==> src/rtl/fetch_pkg.sv <==
// Shared definitions for the instruction fetch stage: FIFO depth, FSM encoding
// and the {pc, instr} entry carried from the ROM to decode.
package fetch_pkg;
   localparam int          FETCH_FIFO_DEPTH = 2;
   localparam int          FETCH_INSTR_WIDTH = 32;

   localparam logic [1:0]  ST_BOOT = 2'd0;
   localparam logic [1:0]  ST_RUN  = 2'd1;
   localparam logic [1:0]  ST_TRAP = 2'd2;

   localparam logic [31:0] INSTR_NOP = 32'h0000_0013;

   typedef struct packed {
      logic [31:0]                  pc;
      logic [FETCH_INSTR_WIDTH-1:0] instr;
   } fetch_entry_t;
endpackage

==> src/rtl/fetch_skid_fifo.sv <==
// Two-entry skid FIFO holding fetched {pc, instr} pairs; the head lives in its
// own register so downstream outputs never see the ROM combinationally.
module fetch_skid_fifo
   import fetch_pkg::*;
(
   input  logic         clk,
   input  logic         rst_n,
   input  logic         flush,
   input  logic         push,
   input  logic         pop,
   input  fetch_entry_t in_entry,
   output fetch_entry_t head,
   output logic         valid,
   output logic         full
);
   localparam logic [1:0] DEPTH = 2'(FETCH_FIFO_DEPTH);

   fetch_entry_t head_reg, head_next;
   fetch_entry_t tail_reg, tail_next;
   logic [1:0]   count_reg, count_next;

   always_comb begin
      head_next  = head_reg;
      tail_next  = tail_reg;
      count_next = count_reg;
      if (flush) begin
         count_next = 2'd0;
      end else begin
         case ({push, pop})
            2'b10: begin
               if (count_reg == 2'd0) head_next = in_entry;
               else                   tail_next = in_entry;
               count_next = count_reg + 2'd1;
            end
            2'b01: begin
               head_next  = tail_reg;
               count_next = count_reg - 2'd1;
            end
            2'b11: begin
               // Full: tail slides to head while the new fetch refills the tail.
               if (count_reg == DEPTH) begin
                  head_next = tail_reg;
                  tail_next = in_entry;
               end else begin
                  head_next = in_entry;
               end
            end
            default: ;
         endcase
      end
   end

   always_ff @(posedge clk or negedge rst_n) begin
      if (!rst_n) begin
         head_reg  <= '0;
         tail_reg  <= '0;
         count_reg <= 2'd0;
      end else begin
         head_reg  <= head_next;
         tail_reg  <= tail_next;
         count_reg <= count_next;
      end
   end

   assign head  = head_reg;
   assign valid = (count_reg != 2'd0);
   assign full  = (count_reg == DEPTH);
endmodule

==> src/rtl/instr_fetch_unit.sv <==
// PC register, redirect/trap FSM and ROM addressing for the fetch stage; fetched
// words are buffered in fetch_skid_fifo and handed to decode via valid/ready.
module instr_fetch_unit
   import fetch_pkg::*;
#(
   parameter int          DATA_WIDTH = 32,
   parameter int          ADDR_WIDTH = 8,
   parameter logic [31:0] RESET_PC   = 32'h0
)(
   input  logic                  clk,
   input  logic                  rst_n,
   input  logic                  redirect_valid,
   input  logic [31:0]           redirect_pc,
   output logic [ADDR_WIDTH-1:0] imem_addr,
   input  logic [DATA_WIDTH-1:0] imem_data,
   output logic                  out_valid,
   input  logic                  out_ready,
   output logic [DATA_WIDTH-1:0] out_instr,
   output logic [31:0]           out_pc,
   output logic                  misalign_err
);
   logic [1:0]   state_reg, state_next;
   logic [31:0]  pc_reg, pc_next;
   logic         misalign_err_reg, misalign_err_next;

   logic         redirect_live, redirect_bad;
   logic         pop, push, flush;
   logic         fifo_valid, fifo_full;
   fetch_entry_t push_entry, head_entry;

   // Redirects are dead once trapped; only reset leaves TRAP.
   assign redirect_live = redirect_valid & (state_reg != ST_TRAP);
   assign redirect_bad  = redirect_live & (redirect_pc[1:0] != 2'b00);

   assign pop   = fifo_valid & out_ready;
   assign push  = (state_reg == ST_RUN) & ~redirect_valid & (~fifo_full | pop);
   assign flush = redirect_live;

   always_comb begin
      state_next        = state_reg;
      pc_next           = pc_reg;
      misalign_err_next = misalign_err_reg;
      case (state_reg)
         ST_BOOT: state_next = redirect_bad ? ST_TRAP : ST_RUN;
         ST_RUN:  if (redirect_bad) state_next = ST_TRAP;
         default: state_next = ST_TRAP;
      endcase
      if (redirect_bad)       misalign_err_next = 1'b1;
      else if (redirect_live) pc_next = redirect_pc;
      else if (push)          pc_next = pc_reg + 32'd4;
   end

   always_ff @(posedge clk or negedge rst_n) begin
      if (!rst_n) begin
         state_reg        <= ST_BOOT;
         pc_reg           <= RESET_PC;
         misalign_err_reg <= 1'b0;
      end else begin
         state_reg        <= state_next;
         pc_reg           <= pc_next;
         misalign_err_reg <= misalign_err_next;
      end
   end

   assign push_entry.pc    = pc_reg;
   assign push_entry.instr = imem_data;

   fetch_skid_fifo u_fifo (
      .clk      (clk),
      .rst_n    (rst_n),
      .flush    (flush),
      .push     (push),
      .pop      (pop),
      .in_entry (push_entry),
      .head     (head_entry),
      .valid    (fifo_valid),
      .full     (fifo_full)
   );

   assign imem_addr    = pc_reg[ADDR_WIDTH+1:2];
   assign out_valid    = fifo_valid;
   assign out_instr    = head_entry.instr;
   assign out_pc       = head_entry.pc;
   assign misalign_err = misalign_err_reg;
endmodule
==> config.mk <==
export PLATFORM = sky130hd
export DESIGN_NAME = instr_fetch_unit
export DESIGN_NICKNAME = d
export VERILOG_FILES = /design/src/rtl/fetch_pkg.sv /design/src/rtl/fetch_skid_fifo.sv /design/src/rtl/instr_fetch_unit.sv
export SDC_FILE = /design/constraint.sdc
export NUM_CORES = 1
export LEC_CHECK = 0
export ABC_AREA = 1
export CORE_AREA = 4 4 124 126
export CTS_CLUSTER_SIZE = 20
export DETAILED_ROUTE_END_ITERATION = 8
export DIE_AREA = 0 0 128 130
export PLACE_DENSITY = 0.84
export SETUP_SLACK_MARGIN = 0.05
export SYNTH_ARGS = -nofsm -noshare
export SYNTH_HDL_FRONTEND = slang
export SYNTH_SLANG_ARGS = --single-unit
==> constraint.sdc <==
create_clock -name clk -period 3.98 [get_ports clk]
set_clock_uncertainty 0.2 [all_clocks]
set_input_delay 0.796 -clock clk [delete_from_list [all_inputs] [get_ports clk]]
set_output_delay 0.796 -clock clk [all_outputs]
set_load 0.1 [all_outputs]
==> metrics.md, run 1 <==
| Metric | Value |
|---|---|
| Outcome | `complete, no violations` |
| DR WL/cell | `15.60 um` |
| Drt drc | `0` |
| Req. time, crit path | `2.98 ns` |
| Critical path data arrival time | `2.11 ns` |
| Final hold viol count | `0` |
| Worst-path clk slew | `0.06 ns` |
| Vias in the first global route | `7169` |
| Synth area leaders | `dfrtp_1 52%, nand2_1 13%, a21oi_1 8.0%` |
| Initial DRC count | `708` |
| Detailed Place HPWL | `13.58 mm` |
| Critical Setup Path Class | `reg2out` |
| Post-CTS setup buffers | `0` |
| Syn Nets | `1088` |
| Final-layout fill cell count | `1138` |
| Hold crit path type | `in2async` |
| Die Ht | `130 um` |
| EDFF count, synth | `0` |
| Upper clock frequency limit | `0.3219 GHz` |
| Ant. Diodes | `0` |
| Slew @ Worst Pin | `1.029 ns` |
| Clock H-tree levels | `4` |
| First-pass GRT wire length | `34.64 mm` |
| Fin crit share | `78.04%` |
| Top-area cell type share of the netlist area | `51.74%` |
| Post-synth cell types | `31` |
| Share of cells above drive strength 1 | `6.294%` |
| Hold buffers post-CTS | `0` |
| Sequential element share of the synthesized area | `51.74%` |
| GRT Overall Usage | `26.06%` |
| Synthesized flop and latch total | `165` |
| Pin count of the biggest net entering global routing | `88` |
| Post-Syn Instances | `1019` |
| Initial antenna violation count | `0` |
| Slowest cell on crit path | `clkdlybuf4s50_1` |
| Post-synth top flop | `dfrtp_1` |
| Clock Sinks | `165` |
| Port Buffer Count | `141` |
| RD Place Congestion | `0.9719` |
| Clk Latency, worst-skew pair | `0.42 ns` |
| Placed Area | `9350 um^2` |
| Final non-filler cell area | `9916 um^2` |
| CTS tree | `yes` |
| Leak | `4.493 nW` |
| Setup WS post-layout | `0.8739 ns` |
| Non-Filler Instances | `1328` |
| Die Area | `16640 um^2` |
| Max-slew headroom | `31.17%` |
| Setup Viol. Count Final | `0` |
| Power Density | `776.5 nW/um^2` |
| Area of the multi-input gates | `3133 um^2` |
| Vias per cell | `5.474` |
| Row Count | `44` |
| Nets | `1202` |
| Via Count | `7269` |
| Worst Path Buf+Inv | `1` |
| CTS buffer count | `17` |
| Mapped Area | `7980 um^2` |
| Yosys warns | `0` |
| Asr flop ratio synth | `100.0%` |
| Die span in x | `128 um` |
| Fin Setup TNS | `0 ns` |
| Final Critical Period | `3.106 ns` |
| Synthesized area per cell | `7.831 um^2` |
| Detailed Routing Iterations Pass 1 | `6` |
| Critical path cell sequence | `clkdlybuf4s50_1` |
| Routed WL | `20.71 mm` |
| Synth area leader | `dfrtp_1` |
| Crit start category | `flop` |
| Resized Gates After CTS | `0` |
| Commonest cells in the netlist | `276 x nand2_1, 165 x dfrtp_1, 138 x nor2_1` |
| Crit-path leading delay family | `buffers and inverters` |
| CP endpoint kind | `output port` |
| MaxCap Viol Count | `0` |
| Place WS | `0.7377 ns` |
| Antenna-violating nets left | `0` |
| Root buf cell | `clkbuf_16` |
| IO Pins | `142` |
| Core area | `14310 um^2` |
| Max clock buf depth | `2` |
| Initial core utilization | `55.75%` |
| Hold_ws | `0.2146 ns` |
| Most common cell in the netlist | `nand2_1` |
| CP max stage delay | `1.19 ns` |
| Crit-path max FO | `7` |
| GRT overflow | `0` |
| Worst vdd ir | `0.3899 mV` |
| Inst Count DP | `1298` |
| Slew Viols, Final | `0` |
| Area Overhead vs Synth | `24.26%` |
| Unrepaired setup endpoints after global routing | `no` |
| FF+latch area | `4129 um^2` |
-- logic make-up after synthesis --
group,after synthesis,synth area share [%]
fa+ha+maj,1,0.1568
compound gates,221,14.27
flops,165,51.74
xor+xnor,3,0.3293
buf+inv,149,9.157
simple gates,480,24.35
-- metal layers --
layer	share of wire, %	global-route usage (%)
met1	41	34.85
met2	48	41.68
met3	7.8	6.058
met4	2.6	10.24
met5	0	0
-- stage by stage --
stage / utilization (%) / power, mW
2_1_floorplan: - / 5.214
3_3_place_gp: 65.32 / 6.141
3_5_place_dp: 65.32 / 6.188
4_1_cts: 69.27 / 7.747
5_1_grt: 69.27 / 7.994
6_report: 69.27 / 7.699
-- cell type report --
class | instances | area share, %
inverter | 91 | 3.483
tap | 184 | 2.322
multi-input combinational | 705 | 31.60
clock buffer | 24 | 5.262
timing repair buffer | 153 | 15.26
sequential | 165 | 41.64
clock inverter | 6 | 0.4416
-- power by group --
part	internal, mW	total, mW	switching, mW
Clock	0.907	1.55	0.640
Sequential	2.01	2.19	0.187
Combinational	0.824	3.96	3.13
-- cell usage in the layout (no fill, tap or decap), types with 7 or more instances in the layout --
cell / Yosys / routed
clkbuf_8: 0 / 7
clkdlybuf4s50_1: 0 / 139
inv_2: 8 / 8
nor2_2: 10 / 10
inv_1: 81 / 81
dfrtp_1: 165 / 165
o21ai_0: 14 / 14
nor2_1: 138 / 138
buf_4: 19 / 12
a21oi_1: 128 / 128
clkbuf_16: 0 / 17
nand2_1: 276 / 274
o21ai_1: 66 / 66
nand3_1: 45 / 45
-- path summary, 6_finish.rpt --
path / depth (start not counted) / slack [ns] / endpoint / from
min in group clk: 2 / 0.28 / misalign_err$_DFFE_PN0P_ / misalign_err$_DFFE_PN0P_
max reg2reg: 8 / 1.55 / u_fifo.head[11]$_DFFE_PN0P_ / state_reg[0]$_DFFE_PN0P_
min: 1 / 0.21 / u_fifo.head[57]$_DFFE_PN0P_ / rst_n
max: 1 / 0.87 / imem_addr[1] / pc_reg[3]$_DFFE_PN0P_
max in group asynchronous: 2 / 2.46 / u_fifo.head[8]$_DFFE_PN0P_ / rst_n
min reg2reg: 2 / 0.28 / misalign_err$_DFFE_PN0P_ / misalign_err$_DFFE_PN0P_
Note: power is estimated with default switching activity, not from simulation.
==> run 2: changes to the inputs <==
Settings changed: CORE_AREA 4 4 124 126 to 4 4 134 136, DIE_AREA 0 0 128 130 to 0 0 138 140, PLACE_DENSITY 0.84 to 0.76.
Clock period 3.98 ns to 2.8 ns, I/O delays scaled along.
==> metrics.md, run 2 (same netlist as run 1, synthesis figures left out) <==
| Metric | Value |
|---|---|
| Critical Setup Path Class | `reg2reg` |
| Vias per cell | `5.134` |
| Commonest non-fill, non-tap cell in the layout | `nand2_1` |
| Worst-path clk slew | `0.07 ns` |
| Detailed Routing Iterations Pass 1 | `5` |
| Antenna-violating nets left | `0` |
| Drt drc | `0` |
| Crit. path cell count | `10` |
| Power Internal | `5.281 mW` |
| Clk Latency, worst-skew pair | `0.42 ns` |
| Slowest cell on crit path | `dfrtp_1` |
| CP endpoint kind | `flop` |
| Sequential power share | `28.4%` |
| Fin crit share | `78.76%` |
| Gate power share | `50.4%` |
| Detailed Place HPWL | `14.33 mm` |
| Met3 track demand over resource | `3.721%` |
| Final hold viol count | `0` |
| CP dominant cell by count | `nand2_1` |
| CTS buffer count | `17` |
| Hold crit path type | `reg2reg` |
| Initial DRC count | `570` |
| Setup Viol. Count Final | `0` |
| Fin Setup TNS | `0 ns` |
| GRT overflow | `0` |
| Worst Path Buf+Inv | `0` |
| Unrepaired setup endpoints after global routing | `no` |
| Inst Count DP | `1348` |
| IO Pins | `142` |
| Switching power | `5.697 mW` |
| Pin count of the biggest net entering global routing | `65` |
| Crit-path leading delay family | `simple AND/OR/NAND/NOR gates` |
| Nets | `1212` |
| Die Ht | `140 um` |
| Critical path origin | `pc_reg[3]$_DFFE_PN0P_` |
| Clock H-tree levels | `4` |
| Req. time, crit path | `2.91 ns` |
| Power Density | `1097 nW/um^2` |
| Die Area | `19320 um^2` |
| Initial core utilization | `47.12%` |
| Reg2Reg Capture Point | `pc_reg[30]$_DFFE_PN0P_` |
| Switch share | `51.89%` |
| Clock Sinks | `165` |
| Crit start category | `flop` |
| Share of cells above drive strength 1 | `13.49%` |
| Critical path data arrival time | `2.31 ns` |
| Hold buffers post-CTS | `1` |
| Busiest grt layer | `met2` |
| DR WL/cell | `15.10 um` |
| Cells on worst reg2reg path | `10` |
| Resized Gates After CTS | `0` |
| Outcome | `complete, no violations` |
| Final non-filler cell area | `10000 um^2` |
| CP max stage delay | `0.47 ns` |
| Routed WL | `20.86 mm` |
| Core area | `16940 um^2` |
| Most frequent cells in the layout | `274 x nand2_1, 165 x dfrtp_1, 138 x nor2_1` |
| Leak | `4.658 nW` |
| Critical path cell sequence | `ha_1 -> nand2_1 -> nor2_2 -> nand2_1 -> nor2_1 -> nand2_1 -> nand2_1 -> nand3_1 -> nand2_1 -> nand2_1` |
| Post-CTS setup buffers | `0` |
| Ant. Diodes | `0` |
| Placed Area | `9412 um^2` |
| Final Critical Period | `2.205 ns` |
| Total Power | `10.98 mW` |
| Met1 Resource Use GR | `30.52%` |
| Clock power frac | `21.2%` |
| MaxCap Viol Count | `0` |
| Final-layout fill cell count | `1571` |
| Crit path to | `pc_reg[30]$_DFFE_PN0P_` |
| Root buf cell | `clkbuf_16` |
| Max clock buf depth | `2` |
| RD Place Congestion | `0.9152` |
| GRT met2 Usage | `34.66%` |
| Via Count | `7090` |
| CTS tree | `yes` |
| Slew @ Worst Pin | `0.4759 ns` |
| Port Buffer Count | `141` |
| Row Count | `48` |
| Vias in the first global route | `6884` |
| Slew Viols, Final | `0` |
| Initial antenna violation count | `0` |
| Crit-path max FO | `7` |
| Max-slew headroom | `68.27%` |
| First-pass GRT wire length | `34.70 mm` |
| Worst vdd ir | `0.7666 mV` |
| Critical R2R Launch | `pc_reg[3]$_DFFE_PN0P_` |
| Non-Filler Instances | `1381` |
| R2R setup slack | `0.59 ns` |
| Upper clock frequency limit | `0.4534 GHz` |
| GRT Overall Usage | `21.67%` |
| Area Overhead vs Synth | `25.37%` |
| Die span in x | `138 um` |
==> run 2: through the flow <==
stage / utilization [%] / setup WS, ns / hold WS (ns)
after global routing: 59.07 / 0.4238 / 0.3072
final: 59.07 / 0.5946 / 0.2741
after global placement: 55.57 / 0.2837 / 0.2560
after CTS: 59.07 / 0.6072 / 0.2880
after detailed placement: 55.57 / 0.2523 / 0.2640
after floorplan: - / 0.7741 / 0.06441
==> run 2: layout make-up <==
| type | instances | area [um^2] | area share [%] |
|---|---|---|---|
| clock buffer | 19 | 452.9 | 4.527 |
| inverter | 91 | 345.3 | 3.452 |
| multi-input combinational | 705 | 3133 | 31.32 |
| timing repair buffer | 163 | 1533 | 15.32 |
| sequential | 165 | 4129 | 41.27 |
| clock inverter | 13 | 130.1 | 1.301 |
| tap | 225 | 281.5 | 2.814 |
==> run 2: power groups by stage <==
stage          clock (mW)  combinational [mW]  sequential, mW
3_5_place_dp            0                5.56            3.17
4_1_cts              2.35                5.56            3.13
5_1_grt              2.44                5.77            3.19
2_1_floorplan           0               0.936            6.47
3_3_place_gp            0                5.50            3.17
6_report             2.32                5.53            3.12
==> run 2: worst min path at each step <==
stage | startpoint | end | slack [ns] | cells after the start
4_1_cts | misalign_err$_DFFE_PN0P_ | misalign_err$_DFFE_PN0P_ | 0.29 | 2
3_5_place_dp | misalign_err$_DFFE_PN0P_ | misalign_err$_DFFE_PN0P_ | 0.26 | 2
6_report | misalign_err$_DFFE_PN0P_ | misalign_err$_DFFE_PN0P_ | 0.27 | 2
3_3_place_gp | misalign_err$_DFFE_PN0P_ | misalign_err$_DFFE_PN0P_ | 0.26 | 2
2_1_floorplan | rst_n | misalign_err$_DFFE_PN0P_ | 0.06 | 0
5_1_grt | u_fifo.tail_reg[10]$_DFFE_PN0P_ | u_fifo.tail_reg[10]$_DFFE_PN0P_ | 0.31 | 2
==> run 2: routing by layer <==
metal	vias to the layer above	routed length (um)
met5	-	0
met4	0	354
met3	27	1049
met2	230	9737
met1	3328	9718
li1	3505	-
==> run 2: worst min-delay path: stages, from the launching register on <==
cell,delay [ns]
dfrtp_1,0.35
inv_1,0.04
nand2_1,0.05
==> variant 1: new RTL, settings of run 2 <==
`ADDR_WIDTH`: 8 -> 9.
--- a/src/rtl/instr_fetch_unit.sv
+++ b/src/rtl/instr_fetch_unit.sv
@@ -4,7 +4,7 @@
    import fetch_pkg::*;
 #(
    parameter int          DATA_WIDTH = 32,
-   parameter int          ADDR_WIDTH = 8,
+   parameter int          ADDR_WIDTH = 9,
    parameter logic [31:0] RESET_PC   = 32'h0
 )(
    input  logic                  clk,
Ports: changed (resized imem_addr); port bits go from 142 to 143. The function was not compared with the original's and may differ.
==> variant 1 against run 2 <==
- fmax decreased by 0.12%
- total power decreased by 1.7%
- sequential cell count unchanged
- area after synthesis barely moved
- critical path depth unchanged
- routed wire length is 1.5% lower
- cell area fell by 0.68%
- worst setup slack got worse by 2.6 ps
- largest cell class unchanged
==> variant 1: results (changes against run 2) <==
global_route:
  grtUsageMet1_pct: 30.4  # -0.086 points
  use_met2_pct: 34.0  # -0.67 points
  grt_pass1_vias: 6880  # -0.058%
  grtUsageMet3_pct: 3.86  # +0.14 points
  grt_first_pass_wirelength_um: 34600  # -0.20%
  grt_start_max_net_pins: 68  # +4.6%
  global_route.usage.total_pct: 21.6  # -0.033 points
sta:
  fin_hold_ws_ps: 277  # +3.16 ps
  relSlewSlack_pct: 64.6  # -3.7 points
routing:
  vias: 7070  # -0.28%
  drt_pass1_iterations: 8  # +3
  met1_length_um: 9470  # -2.5%
  dr_wl_met3_um: 1090  # +3.6%
  totalWireLength_um: 20600  # -1.5%
place:
  hpwl_um: 14300  # +0.10%
  port_buffers: 142  # +0.71%
  postPlaceCellArea_um2: 9390  # -0.19%
  dp.cells: 1349  # +0.074%
  place.gp.congestion: 0.864  # -5.6%
cells_and_area:
  nets: 1213  # +0.083%
  drive_above_1_share_pct: 13.2  # -0.33 points
yosys:
  async_reset_ff_share_pct: 100  # unchanged
  synth_top_cells_by_area: "dfrtp_1 52%, nand2_1 13%, a21oi_1 8.0%, nor2_1 6.5%, o21ai_1 4.1%"
  syn-num-nets: 1089  # +0.092%
  avgSynthCellArea_um2: 7.83  # about the same
power_and_ir_drop:
  p_leak_nw: 4.61  # -0.99%
  ir_drop_v: 0.000961  # +25%
status:
  outcome: "finished, final reports clean"
[variant 1: changes by cell type after synthesis, sizes merged]
cell / run 2 / this run
buf: 56 / 57
[variant 1: how the worst max path moves through the flow]
| stage | startpoint | cells past startpoint | endpoint | slack, ps |
|---|---|---|---|---|
| after floorplan | u_fifo.count_reg[1]$_DFFE_PN0P_ | 7 | u_fifo.tail_reg[27]$_DFFE_PN0P_ | 770 |
| after global placement | redirect_valid | 10 | u_fifo.head[42]$_DFFE_PN0P_ | 340 |
| after detailed placement | out_ready | 10 | u_fifo.head[16]$_DFFE_PN0P_ | 280 |
| after CTS | pc_reg[3]$_DFFE_PN0P_ | 10 | pc_reg[30]$_DFFE_PN0P_ | 620 |
| after global routing | pc_reg[3]$_DFFE_PN0P_ | 10 | pc_reg[30]$_DFFE_PN0P_ | 440 |
| final | pc_reg[3]$_DFFE_PN0P_ | 10 | pc_reg[30]$_DFFE_PN0P_ | 590 |
[variant 1: repair_timing]
action	4_1_cts	5_1_grt
hold buffers	1	0
hold endpoints to repair	42	0
setup endpoints to repair	0	0
[variant 1: logic make-up (layout without fill, tap and decap cells)]
kind of cell	after synthesis	count (layout)	share of synthesized area [%]
simple gates	480	480	24.3
compound gates	221	221	14.3
flops	165	165	51.7
fa+ha+maj	1	1	0.157
xor+xnor	3	3	0.329
buf+inv	150	285	9.24
[variant 1: where the power goes]
group          total (mW)  internal [mW]  switching, mW
clock                2.14           1.23          0.914
sequential           3.12           2.85          0.268
combinational        5.52           1.07           4.46
total                10.8           5.15           5.64
[variant 1: layout make-up]
class,count,area [um2]
clock buffers,21,450
clock inverters,9,82.6
fillers,1563,7000
inverters,91,345
multi-input cells,705,3130
flip-flops and latches,165,4130
well taps,225,282
repair buffers,164,1520
==> variant 2: new RTL, config.mk and constraints of run 2 <==
Made on the original files. Register the output `misalign_err` once more, cleared by the reset; this adds one clock of latency there. The other outputs are not delayed to match.
--- a/src/rtl/instr_fetch_unit.sv
+++ b/src/rtl/instr_fetch_unit.sv
@@ -81,5 +81,11 @@
    assign out_valid    = fifo_valid;
    assign out_instr    = head_entry.instr;
    assign out_pc       = head_entry.pc;
-   assign misalign_err = misalign_err_reg;
+   always_ff @(posedge clk or negedge rst_n) begin
+      if (!rst_n) begin
+         misalign_err <= '0;
+      end else begin
+         misalign_err <= misalign_err_reg;
+      end
+   end
 endmodule
Function: changed (Yosys sat finds a counterexample within 4 cycles, from zero or initial values and one cycle with rst_n low).
==> variant 2 against run 2 <==
- sequential cell count is 1 higher
- first-iteration DRC count is 6.1% lower
- routed wire length is 0.87% lower
- area after synthesis is 3.3% higher
- critical path type is now reg -> out
- worst setup slack worse by 1.6 ps
- cell area is 2.0% higher
- total power is 1.5% higher
- synthesized cell count hardly changed
- highest routed layer unchanged
==> variant 2: results (changes against run 2) <==
routing:
  dr.first_iter.drc_count: 535  # -6.1%
  met1_length_um: 9450  # -2.7%
  wl_met2_um: 9860  # +1.3%
  dr.max_layer_used: "met4"
  dr_wl_met3_um: 951  # -9.3%
  vias_per_cell: 5.14  # +0.21%
  totalWireLength_um: 20700  # -0.87%
  routedWlPerCell_um: 15.1  # -0.36%
yosys:
  avgSynthCellArea_um2: 8.10  # +3.4%
  syn-num-nets: 1087  # -0.092%
  synth_cell_type_count: 30  # -3.2%
  synthTopCellsByCount: "265 x nand2_1, 166 x dfrtp_1, 136 x nor2_1, 130 x a21oi_1, 81 x inv_1"
  synth_top_cell_area_share_pct: 50.4  # -1.3 points
  synth_top_cells_by_area: "dfrtp_1 50%, nand2_1 12%, a21oi_1 7.9%, nor2_1 6.2%, o21ai_2 4.3%"
  synth_seq_area_share_pct: 50.4  # -1.3 points
min_path:
  worstHoldStart: "misalign_err_reg$_DFFE_PN0P_"
  hold_depth: 0  # -2
  min_to: "misalign_err$_DFF_PN0_"
global_route:
  global_route.usage.total_pct: 21.8  # +0.11 points
  use_met2_pct: 35.4  # +0.75 points
  grt_pass1_vias: 6964  # +1.2%
  grtUsageMet1_pct: 29.6  # -0.89 points
  grtUsageMet3_pct: 4.06  # +0.34 points
  grt_first_pass_wirelength_um: 34800  # +0.16%
  antenna_found_initial: 0  # unchanged
place:
  postPlaceCellArea_um2: 9540  # +1.4%
  dp_slack_ps: 349  # +96.8 ps
  dp.cells: 1341  # -0.52%
  hpwl_um: 13800  # -3.8%
  place.gp.congestion: 0.956  # +4.4%
power_and_ir_drop:
  p_leak_nw: 4.81  # +3.2%
  ir_drop_v: 0.000718  # -6.4%
worst_setup_path:
  cp-startpoint: "u_fifo.count_reg[0]$_DFFE_PN0P_"
  cp_max_fo: 4  # -3
  crit_end: "out_valid"
  critPathTopFamily: "flip-flops"
  critPathMaxStageDelay_ps: 420  # -50 ps
  rr_endpoint: "pc_reg[28]$_DFFE_PN0P_"
sta:
  relSlewSlack_pct: 63.2  # -5.1 points
  post-route-period-util_pct: 78.8  # about the same
  maxSlewViolCount: 0  # unchanged
  fin_hold_ws_ps: 180  # -93.8 ps
cells_and_area:
  n_fill_cell: 1552  # -1.2%
  drive_above_1_share_pct: 17.3  # +3.8 points
  nets: 1205  # -0.58%
status:
  outcome: "finished, final reports clean"
clocking:
  cts_root_buf: "clkbuf_16"
  htreeDepth: 4  # unchanged
  hold_buffers: 1  # unchanged
[variant 2: changes by cell type in the layout (fill, tap and decap cells not counted), moves of 4 or more]
cell	change
buf_4	-4
clkinv_2	-6
nand2_1	-9
nand2_2	+8
nand3_1	-4
nor2_2	-4
nor2_4	+6
o21ai_0	+6
o21ai_1	-42
o21ai_2	+40
[variant 2: cell type report]
class	instances	area (um2)	area share, %
clock buffer	19	453	4.44
tap	225	282	2.76
multi-input combinational	704	3330	32.7
clock inverter	13	193	1.89
sequential	166	4150	40.7
inverter	91	344	3.37
timing repair buffer	156	1440	14.1
[variant 2: logic make-up after synthesis]
kind of cell	Yosys count	synth area share [%]
AOI/OAI and AO/OA	224	15.7
xor gates and xnor gates	4	0.425
adders and majority gates	1	0.152
buffers and inverters	148	9.27
DFF	166	50.4
and+or+nand+nor	475	24.1
[variant 2: power breakdown]
part	leakage (nW)	internal, mW	switching (mW)
Sequential	2.08	2.86	0.291
Combinational	2.42	1.04	4.42
Clock	0.311	1.55	0.980
